**config.mk**
```make
export PLATFORM = sky130hd
export DESIGN_NAME = tick_scheduler_flat
export DESIGN_NICKNAME = d
export VERILOG_FILES = /design/src/rtl/tick_scheduler_pkg.sv /design/src/rtl/tick_scheduler_if.sv /design/src/rtl/tick_sched_channel.sv /design/src/rtl/tick_scheduler.sv /design/src/flat_wrapper.sv
export SDC_FILE = /design/constraint.sdc
export NUM_CORES = 1
export LEC_CHECK = 0
export ABC_CLOCK_PERIOD_IN_PS = 6000
export BUFFER_PORTS_ARGS = -buffer_cell sky130_fd_sc_hd__buf_2
export CORE_ASPECT_RATIO = 1.1
export CORE_UTILIZATION = 55
export CTS_CLUSTER_DIAMETER = 120
export CTS_CLUSTER_SIZE = 20
export DETAILED_ROUTE_END_ITERATION = 10
export PLACE_DENSITY = 0.81
export SYNTH_ARGS = -nofsm -noshare
export SYNTH_HDL_FRONTEND = slang
export SYNTH_SLANG_ARGS = --single-unit
```
**constraint.sdc**
```tcl
create_clock -name clk -period 6 [get_ports clk]
set_clock_uncertainty 0.05 [all_clocks]
set_input_delay 0.6 -clock clk [delete_from_list [all_inputs] [get_ports clk]]
set_output_delay 0.6 -clock clk [all_outputs]
set_load 0.01 [all_outputs]
```
**src/rtl/tick_scheduler_pkg.sv**
```systemverilog
// Shared types and helpers for the multi-channel tick scheduler.
package tick_scheduler_pkg;

  typedef enum logic {
    CH_IDLE = 1'b0,
    CH_RUN  = 1'b1
  } ch_state_t;

  typedef enum logic {
    MODE_PERIODIC = 1'b0,
    MODE_ONESHOT  = 1'b1
  } mode_t;

  // A single-channel build still needs a 1-bit channel select.
  function automatic int ch_idx_width(input int nch);
    return (nch > 1) ? $clog2(nch) : 1;
  endfunction

endpackage

```
**src/rtl/tick_scheduler_if.sv**
```systemverilog
// Control/status bundle between the control logic (master) and the scheduler (slave).
interface tick_scheduler_if
  import tick_scheduler_pkg::*;
#(
  parameter int NCH       = 4,
  parameter int WIDTH     = 16,
  parameter int PRE_WIDTH = 16
) ();

  localparam int CH_W = ch_idx_width(NCH);

  logic                 en;
  logic [PRE_WIDTH-1:0] prescale;
  logic                 cfg_we;
  logic [CH_W-1:0]      cfg_ch;
  logic [WIDTH-1:0]     cfg_period;
  logic                 cfg_oneshot;
  logic [NCH-1:0]       start;
  logic [NCH-1:0]       stop;
  logic [NCH-1:0]       tick;
  logic [NCH-1:0]       done;
  logic [NCH-1:0]       busy;

  modport master (
    output en, prescale, cfg_we, cfg_ch, cfg_period, cfg_oneshot, start, stop,
    input  tick, done, busy
  );

  modport slave (
    input  en, prescale, cfg_we, cfg_ch, cfg_period, cfg_oneshot, start, stop,
    output tick, done, busy
  );

endinterface

```
**src/rtl/tick_sched_channel.sv**
```systemverilog
// One scheduler channel: period/mode registers, base-tick counter and IDLE/RUN FSM.
module tick_sched_channel
  import tick_scheduler_pkg::*;
#(
  parameter int          WIDTH          = 16,
  parameter int unsigned DEFAULT_PERIOD = 0
) (
  input  logic             clk,
  input  logic             rst,
  input  logic             base_tick_i,
  input  logic             cfg_we_i,
  input  logic [WIDTH-1:0] cfg_period_i,
  input  logic             cfg_oneshot_i,
  input  logic             start_i,
  input  logic             stop_i,
  output logic             tick_o,
  output logic             done_o,
  output logic             busy_o
);

  ch_state_t        state_q, state_d;
  mode_t            mode_q, mode_d;
  logic [WIDTH-1:0] period_q, period_d;
  logic [WIDTH-1:0] cnt_q, cnt_d;
  logic             tick_q, tick_d;
  logic             done_q, done_d;
  logic [WIDTH-1:0] load_val;

  // A write landing on the same edge as a load takes effect for that load.
  assign load_val = cfg_we_i ? cfg_period_i : period_q;

  always_ff @(posedge clk or posedge rst) begin
    if (rst) begin
      state_q  <= CH_IDLE;
      mode_q   <= MODE_PERIODIC;
      period_q <= WIDTH'(DEFAULT_PERIOD);
      cnt_q    <= '0;
      tick_q   <= 1'b0;
      done_q   <= 1'b0;
    end else begin
      state_q  <= state_d;
      mode_q   <= mode_d;
      period_q <= period_d;
      cnt_q    <= cnt_d;
      tick_q   <= tick_d;
      done_q   <= done_d;
    end
  end

  always_comb begin
    state_d  = state_q;
    mode_d   = mode_q;
    period_d = period_q;
    cnt_d    = cnt_q;
    tick_d   = 1'b0;
    done_d   = 1'b0;

    if (cfg_we_i) begin
      period_d = cfg_period_i;
      mode_d   = cfg_oneshot_i ? MODE_ONESHOT : MODE_PERIODIC;
    end

    unique case (state_q)
      CH_IDLE: begin
        if (start_i && !stop_i) begin
          state_d = CH_RUN;
          cnt_d   = load_val;
        end
      end
      CH_RUN: begin
        // Stop dominates restart and terminal count.
        if (stop_i) begin
          state_d = CH_IDLE;
        end else if (start_i) begin
          cnt_d = load_val;
        end else if (base_tick_i) begin
          if (cnt_q != '0) begin
            cnt_d = cnt_q - 1'b1;
          end else begin
            tick_d = 1'b1;
            if (mode_q == MODE_ONESHOT) begin
              done_d  = 1'b1;
              state_d = CH_IDLE;
            end else begin
              cnt_d = load_val;
            end
          end
        end
      end
      default: state_d = CH_IDLE;
    endcase
  end

  assign tick_o = tick_q;
  assign done_o = done_q;
  assign busy_o = (state_q == CH_RUN);

endmodule

```
**src/rtl/tick_scheduler.sv**
```systemverilog
// Shared prescaler feeding NCH independent periodic/one-shot tick channels.
module tick_scheduler
  import tick_scheduler_pkg::*;
#(
  parameter int          NCH            = 4,
  parameter int          WIDTH          = 16,
  parameter int          PRE_WIDTH      = 16,
  parameter int unsigned DEFAULT_PERIOD = 0
) (
  input  logic              clk,
  input  logic              rst,
  tick_scheduler_if.slave   bus
);

  localparam int CH_W = ch_idx_width(NCH);

  logic [PRE_WIDTH-1:0] pre_cnt_q, pre_cnt_d;
  logic                 busy_any;
  logic                 base_tick;
  logic [NCH-1:0]       tick_w;
  logic [NCH-1:0]       done_w;
  logic [NCH-1:0]       busy_w;

  assign busy_any  = |busy_w;
  assign base_tick = busy_any & bus.en & (pre_cnt_q == '0);

  always_ff @(posedge clk or posedge rst) begin
    if (rst) begin
      pre_cnt_q <= '0;
    end else begin
      pre_cnt_q <= pre_cnt_d;
    end
  end

  // Parking at prescale while idle gives a start from all-idle a fixed phase.
  always_comb begin
    pre_cnt_d = pre_cnt_q;
    if (!busy_any) begin
      pre_cnt_d = bus.prescale;
    end else if (bus.en) begin
      pre_cnt_d = (pre_cnt_q == '0) ? bus.prescale : pre_cnt_q - 1'b1;
    end
  end

  generate
    for (genvar gi = 0; gi < NCH; gi++) begin : g_ch
      logic ch_we;

      assign ch_we = bus.cfg_we && (bus.cfg_ch == CH_W'(gi));

      tick_sched_channel #(
        .WIDTH          (WIDTH),
        .DEFAULT_PERIOD (DEFAULT_PERIOD)
      ) u_ch (
        .clk           (clk),
        .rst           (rst),
        .base_tick_i   (base_tick),
        .cfg_we_i      (ch_we),
        .cfg_period_i  (bus.cfg_period),
        .cfg_oneshot_i (bus.cfg_oneshot),
        .start_i       (bus.start[gi]),
        .stop_i        (bus.stop[gi]),
        .tick_o        (tick_w[gi]),
        .done_o        (done_w[gi]),
        .busy_o        (busy_w[gi])
      );
    end
  endgenerate

  assign bus.tick = tick_w;
  assign bus.done = done_w;
  assign bus.busy = busy_w;

endmodule

```
**src/flat_wrapper.sv**
```systemverilog
// flat-port wrapper written by rule: the top's interface ports become plain ports
module tick_scheduler_flat import tick_scheduler_pkg::*;
#(
  parameter int          NCH            = 4,
  parameter int          WIDTH          = 16,
  parameter int          PRE_WIDTH      = 16,
  parameter int unsigned DEFAULT_PERIOD = 0
)
  (clk, rst, bus_en, bus_prescale, bus_cfg_we, bus_cfg_ch, bus_cfg_period, bus_cfg_oneshot, bus_start, bus_stop, bus_tick, bus_done, bus_busy);
  tick_scheduler_if #(.NCH(NCH), .WIDTH(WIDTH), .PRE_WIDTH(PRE_WIDTH)) bus_i ();
  input  logic clk;
  input  logic rst;
  input wire logic [$bits(bus_i.en)-1:0] bus_en;
  input wire logic [$bits(bus_i.prescale)-1:0] bus_prescale;
  input wire logic [$bits(bus_i.cfg_we)-1:0] bus_cfg_we;
  input wire logic [$bits(bus_i.cfg_ch)-1:0] bus_cfg_ch;
  input wire logic [$bits(bus_i.cfg_period)-1:0] bus_cfg_period;
  input wire logic [$bits(bus_i.cfg_oneshot)-1:0] bus_cfg_oneshot;
  input wire logic [$bits(bus_i.start)-1:0] bus_start;
  input wire logic [$bits(bus_i.stop)-1:0] bus_stop;
  output wire logic [$bits(bus_i.tick)-1:0] bus_tick;
  output wire logic [$bits(bus_i.done)-1:0] bus_done;
  output wire logic [$bits(bus_i.busy)-1:0] bus_busy;
  assign bus_i.en = bus_en;
  assign bus_i.prescale = bus_prescale;
  assign bus_i.cfg_we = bus_cfg_we;
  assign bus_i.cfg_ch = bus_cfg_ch;
  assign bus_i.cfg_period = bus_cfg_period;
  assign bus_i.cfg_oneshot = bus_cfg_oneshot;
  assign bus_i.start = bus_start;
  assign bus_i.stop = bus_stop;
  assign bus_tick = bus_i.tick;
  assign bus_done = bus_i.done;
  assign bus_busy = bus_i.busy;
  tick_scheduler #(.NCH(NCH), .WIDTH(WIDTH), .PRE_WIDTH(PRE_WIDTH), .DEFAULT_PERIOD(DEFAULT_PERIOD)) u_core (.clk(clk), .rst(rst), .bus(bus_i));
endmodule
```
# Yosys cells after proc, flatten, opt, wreduce, memory -nomap -nowiden
# Cells that the tools add are included.
op_classes:
  addsub: 5
  eq_ne: 20
  mux: 108
  n_bitwise: 6
  reduce_logical: 23
ops:
  columns: ["operator", "count"]
  rows:
  - ["$mux W16", 31]
  - ["$pmux W16 S2", 4]
  - ["$sub A16 B1 Y16 const B", 5]
  - ["$mux W1", 69]
  - ["$reduce_bool A16 Y1", 4]
  - ["$ne A2 B2 Y1 const B", 9]
  - ["$logic_not A16 Y1", 1]
  - ["$ne A4 B3 Y1 const B", 4]
  - ["$reduce_and A4 Y1", 4]
  - ["$ne A3 B2 Y1 const B", 4]
  - ["$logic_and A1 B1 Y1", 8]
  - ["$pmux W1 S2", 4]
  - ["$eq A2 B2 Y1 const B", 2]
  - ["$logic_not A1 Y1", 4]
  - ["$not A1 Y1", 4]
  - ["$reduce_or A4 Y1", 1]
  - ["$and A1 B1 Y1", 2]
  - ["$eq A2 B1 Y1 const B", 1]
  - ["$logic_not A2 Y1", 1]
word_totals:
  ff_bits: 160
  in_bits: 47
  out_inout_bits: 12
  elab_cells: 187

# Longest topological paths before layout
logic_depth:
  depth_word: 9
  ltp_mapped: 10
  ltp_nobuf: 8

# Hierarchy
# Synthesis repeated with hierarchy kept, for this count alone.
unflattened:
  cells_unflattened: 878
  hier_area_um2: 9161.3
modules_own_cells:
  columns: ["module", "n_inst", "cells_per_inst", "area_per_inst_um2", "seq_area_each_um2"]
  rows:
  - ["tick_sched_channel", 4, 184, 1999.4, 900.9]
  - ["tick_scheduler", 1, 142, 1163.6, 400.4]

# Worst setup path after synthesis
# No wires, ideal clock.
synth_timing:
  path_type: "register to register"
  start: "register u_core.g_ch[0].u_ch.cnt_q[0]"
  end: "register u_core.g_ch[0].u_ch.cnt_q[13]"
  setup_time_ps: 121
  arrival_time_ps: 2054
  setup_slack_ps: 3775
  stages_incl_launch_ff: 9
  path_buffers: 0
  synth_period_minus_slack_ps: 2225
  path_cell_list: "dfrtp_1 -> inv_1 -> ha_1 -> or4b_2 -> nor4_4 -> or3b_2 -> nor2_1 -> a22o_1 -> a22o_1"
synth_between:
  elab_chain_len: 6
  elab_cells_between_ends: 9
  cone_classes: "add/sub: 1; eq/ne: 1; mux: 5; reduce/logical: 2"
synth_lines:
  columns: ["item", "line_no", "text"]
  rows:
  - ["start: declaration", "tick_sched_channel.sv:24", "logic [WIDTH-1:0] cnt_q, cnt_d;"]
  - ["start signal: assignment", "tick_sched_channel.sv:44", "cnt_q <= cnt_d;"]
  - ["$sub A16 B1 Y16 or $reduce_bool A16 Y1 (tied branches)", "tick_sched_channel.sv:78, tick_sched_channel.sv:77", null]
  - ["$mux W16", "tick_sched_channel.sv:77", "if (cnt_q != '0) begin"]
  - ["$mux W16", "tick_sched_channel.sv:76", "end else if (base_tick_i) begin"]
  - ["$mux W16", "tick_sched_channel.sv:74", "end else if (start_i) begin"]
  - ["$mux W16", "tick_sched_channel.sv:72", "if (stop_i) begin"]
  - ["$pmux W16 S2", "tick_sched_channel.sv:63", "unique case (state_q)"]
# Parallel ways exist; a longest one is shown, timed or not. The select of a mux whose other input is x is not followed.
# A chain may end at the register's enable or synchronous reset.

# Worst setup path after layout
layout_timing:
  start: "register u_core.pre_cnt_q[0]"
  end: "register u_core.g_ch[0].u_ch.cnt_q[13]"
layout_between:
  elab_chain_len: 4
layout_lines:
  columns: ["item", "line_no", "text"]
  rows:
  - ["start: declaration", "tick_scheduler.sv:17", "logic [PRE_WIDTH-1:0] pre_cnt_q, pre_cnt_d;"]
  - ["start signal: assignment", "tick_scheduler.sv:31", "pre_cnt_q <= pre_cnt_d;"]
  - ["$logic_not A16 Y1", "tick_scheduler.sv:25", "assign base_tick = busy_any & bus.en & (pre_cnt_q == '0);"]
  - ["$and A1 B1 Y1", "tick_scheduler.sv:25", null]
  - ["$ne A3 B2 Y1 (no line)", null, null]
  - ["$reduce_and A4 Y1 (no line)", null, null]
# Every way passes these cells.

==> summary.txt <==
cell area after synthesis: 8400 um2
Worst VDD drop: 0.000216 V
Pre-antenna DRT Iters: 5
Post-Synth Simple-Gate Area: 17.9%
total number of vias: 7044
vias in the first global route: 6630
sequential share of the synthesized area: 47.7%
Adder-Cell Fraction of Synth Area: 1.49%
Worst setup EP type: register
Die X: 120 um
Synthesized Nets: 928
Max Root-Sink Buffers: 2
worst-margin pin slew: 1.43 ns
FP Rows: 47
Final WS setup: 2.43 ns
core footprint: 15000 um2
R2R Setup Slk: 2.43 ns
HP Class: in -> async
clock-pin slew on the worst setup and hold paths: 0.07 ns
post-synthesis compound-gate area fraction: 19.0%
crit path max fanout: 11
RePlAce Congestion: 0.925
Cell variety after synth: 63
largest family of logic cells by synthesized area: compound AO/OA/AOI/OAI gates
die area: 15800 um2
Detailed Route WL: 20900 um
status: completed
Sw Share: 30.5%
Avg Inst Size Synth: 9.64 um2
number of port buffers: 58
critical path class: reg -> reg
ys async rst share: 100%
final setup violation count: 0
Post-CTS Setup Bufs: 0
Worst slew margin: 3.69%
arrival time of the worst setup path: 3.84 ns
Wirelength per Cell: 18.9 um
largest net degree at the start of global routing: 112
Seq. cell area: 4000 um2
clock latency on the worst-skew pair: 0.43 ns
layout cells sized above 1: 20.5%
Area Overhead vs Synth: 11.6%
Resized cells post-CTS: 0
Final Max Slew Viols: 0
post-synthesis mux area share: 9.22%
Synth warnings: 0
Min Hold Slack: 0.330 ns
CTS H-Tree Depth: 4
RSZ-0062 raised after global routing: false
root buffer cell: clkbuf_16
Post-DRT Antenna Nets: 0
detailed-route DRC error count: 0
HPWL after detailed placement: 13700 um
Multi-input gate area: 4020 um2
num ports: 59
maxcap violations: 0
count of final hold-check violations: 0
Cell Pwr Density: 371 nW/um2
Seq pwr share: 43.8%
Die Y: 132 um
ANT cells: 0
Hold-fix buffers, CTS: 0
DRT iter0 DRCs: 652
Cells after Synth: 871
Required @ worst endpoint: 6.27 ns
leakage power total: 0.00389 uW
Clock Power Share: 36.1%
#FFs+latches synth: 160
initial core utilization: 56.0%
Nets: 952
CP startpoint kind: register
pre-CTS setup slack: 2.62 ns
Comb pwr share: 20.1%
minimum clock period after layout: 3.57 ns
Primary FF master, synth: dfrtp_1
Max Clk Rate: 0.280 GHz
first-pass GRT wire length: 33800 um
grt ovf: 0
Total GRT Usage: 27.7%
CTS tree: built
Synth Area in XOR/XNOR: 0%
switching power: 1060 uW
# fillers: 1244
Int Pwr: 2420 uW
number of synthesized flops with an enable pin: 0
Tcrit/Tclk final: 59.5%
cts bufs inserted: 17
Post-Route Setup TNS: 0 ns
initial antenna violation count: 0
routed vias/inst: 6.38
CTS sink count: 160
-- cell families (layout without fill, tap and decap cells) --
family,count (synthesis),count (layout)
buffers and inverters,81,118
and+or+nand+nor,283,283
adders and majority gates,10,10
muxes,69,69
AOI/OAI and AO/OA,268,268
DFF,160,160
-- layout by cell type, fill, tap and decap left out, types with 6 or more instances in the layout --
cell type / netlist / routed
dfrtp_1: 160 / 160
a21oi_1: 94 / 94
o21ai_0: 85 / 85
nor2_1: 71 / 71
mux2_2: 67 / 67
buf_2: 18 / 58
nand2_1: 47 / 47
nor3_1: 41 / 40
nand3_1: 31 / 31
inv_1: 22 / 21
clkbuf_16: 0 / 17
or3_1: 12 / 12
nand2b_1: 10 / 10
a22o_1: 10 / 10
nor4_1: 10 / 10
ha_1: 10 / 10
nand4_1: 9 / 9
o2bb2ai_1: 8 / 8
and3_1: 7 / 7
or4_1: 7 / 7
a31oi_1: 8 / 7
o22a_1: 7 / 7
nor3b_1: 7 / 6
o21ai_1: 6 / 6
a21o_1: 6 / 6
bufinv_16: 0 / 6
buf_4: 12 / 6
-- registers in the layout, summed over array words and instances, names as in the netlist --
name                       count
u_core.g_ch.u_ch.tick_o        4
u_core.g_ch.u_ch.period_q     64
u_core.g_ch.u_ch.done_o        4
u_core.g_ch.u_ch.busy_o        4
u_core.pre_cnt_q              16
u_core.g_ch.u_ch.cnt_q        64
u_core.g_ch.u_ch.mode_q        4
-- worst max-delay path: stages, from the launching register on --
cell,delay [ns]
dfrtp_1,0.39
inv_1,0.11
ha_1,0.15
nor3b_1,0.44
and3_1,0.34
a41oi_1,0.23
a311oi_1,1.18
o21ai_0,0.26
a22o_1,0.30
-- cells in the mapped netlist, drive strengths merged (3+ instances only) --
cell type | instances | share of area [%]
a31oi | 8 | 0.60
o22ai | 3 | 0.22
a22o | 10 | 1.0
nor2b | 5 | 0.37
nor4 | 13 | 1.4
dfrtp | 160 | 48
mux2 | 67 | 9.0
nand2b | 10 | 0.74
or4 | 8 | 0.76
a31o | 5 | 0.52
buf | 33 | 2.5
a41oi | 4 | 0.42
nand4 | 9 | 0.67
o2bb2ai | 8 | 0.83
nor3 | 41 | 2.4
clkbuf | 26 | 1.2
or3 | 13 | 1.0
a21oi | 94 | 5.6
and3 | 7 | 0.52
ha | 10 | 1.5
nand3 | 31 | 1.8
o211ai | 5 | 0.45
nor2 | 72 | 3.2
and4 | 4 | 0.42
o21ai | 91 | 5.4
o31ai | 5 | 0.45
inv | 22 | 0.98
nand2 | 47 | 2.1
a22oi | 5 | 0.45
o22a | 7 | 0.73
o21a | 3 | 0.27
nor3b | 8 | 0.77
a21o | 6 | 0.54
-- final timing paths --
kind,startpoint,end,cells after the start
min reg2reg,u_core.g_ch[1].u_ch.cnt_q[0],u_core.g_ch[1].u_ch.cnt_q[0],1
max,u_core.pre_cnt_q[0],u_core.g_ch[0].u_ch.cnt_q[13],8
max reg2reg,u_core.pre_cnt_q[0],u_core.g_ch[0].u_ch.cnt_q[13],8
min in group clk,bus_stop[2],u_core.g_ch[2].u_ch.busy_o,2
min,rst,u_core.pre_cnt_q[0],2
max in group asynchronous,rst,u_core.pre_cnt_q[15],3
-- through the flow --
step / power [uW] / area [um2] / std cells / utilization [%]
2_1_floorplan: 2010 / 8400 / 871 / -
3_5_place_dp: 2220 / 8690 / 1072 / 58.0
4_1_cts: 3480 / 9380 / 1104 / 62.5
6_report: 3480 / 9380 / 1104 / 62.5
3_3_place_gp: 2170 / 8690 / 1072 / 58.0
5_1_grt: 3650 / 9380 / 1104 / 62.5
-- power by group through the flow --
stage	combinational [uW]	clock, uW	sequential [uW]
finish	699	1260	1520
global route	784	1310	1560
CTS	695	1270	1520
detailed placement	685	0	1530
global placement	659	0	1520
floorplan	539	0	1470
-- per-layer routing --
layer	track usage (%)	wire length [um]
met1	37.3	8790
met3	5.43	1410
met4	10.4	585
met5	0	0
met2	44.2	10100
-- area by class of cell --
| class | count | area share (%) |
|---|---|---|
| multi-input combinational | 630 | 42.9 |
| clock buffer | 19 | 4.83 |
| inverter | 22 | 0.934 |
| tap | 196 | 2.62 |
| timing repair buffer | 64 | 3.58 |
| clock inverter | 13 | 2.48 |
| sequential | 160 | 42.7 |
Power figures use the tool's default switching activity.
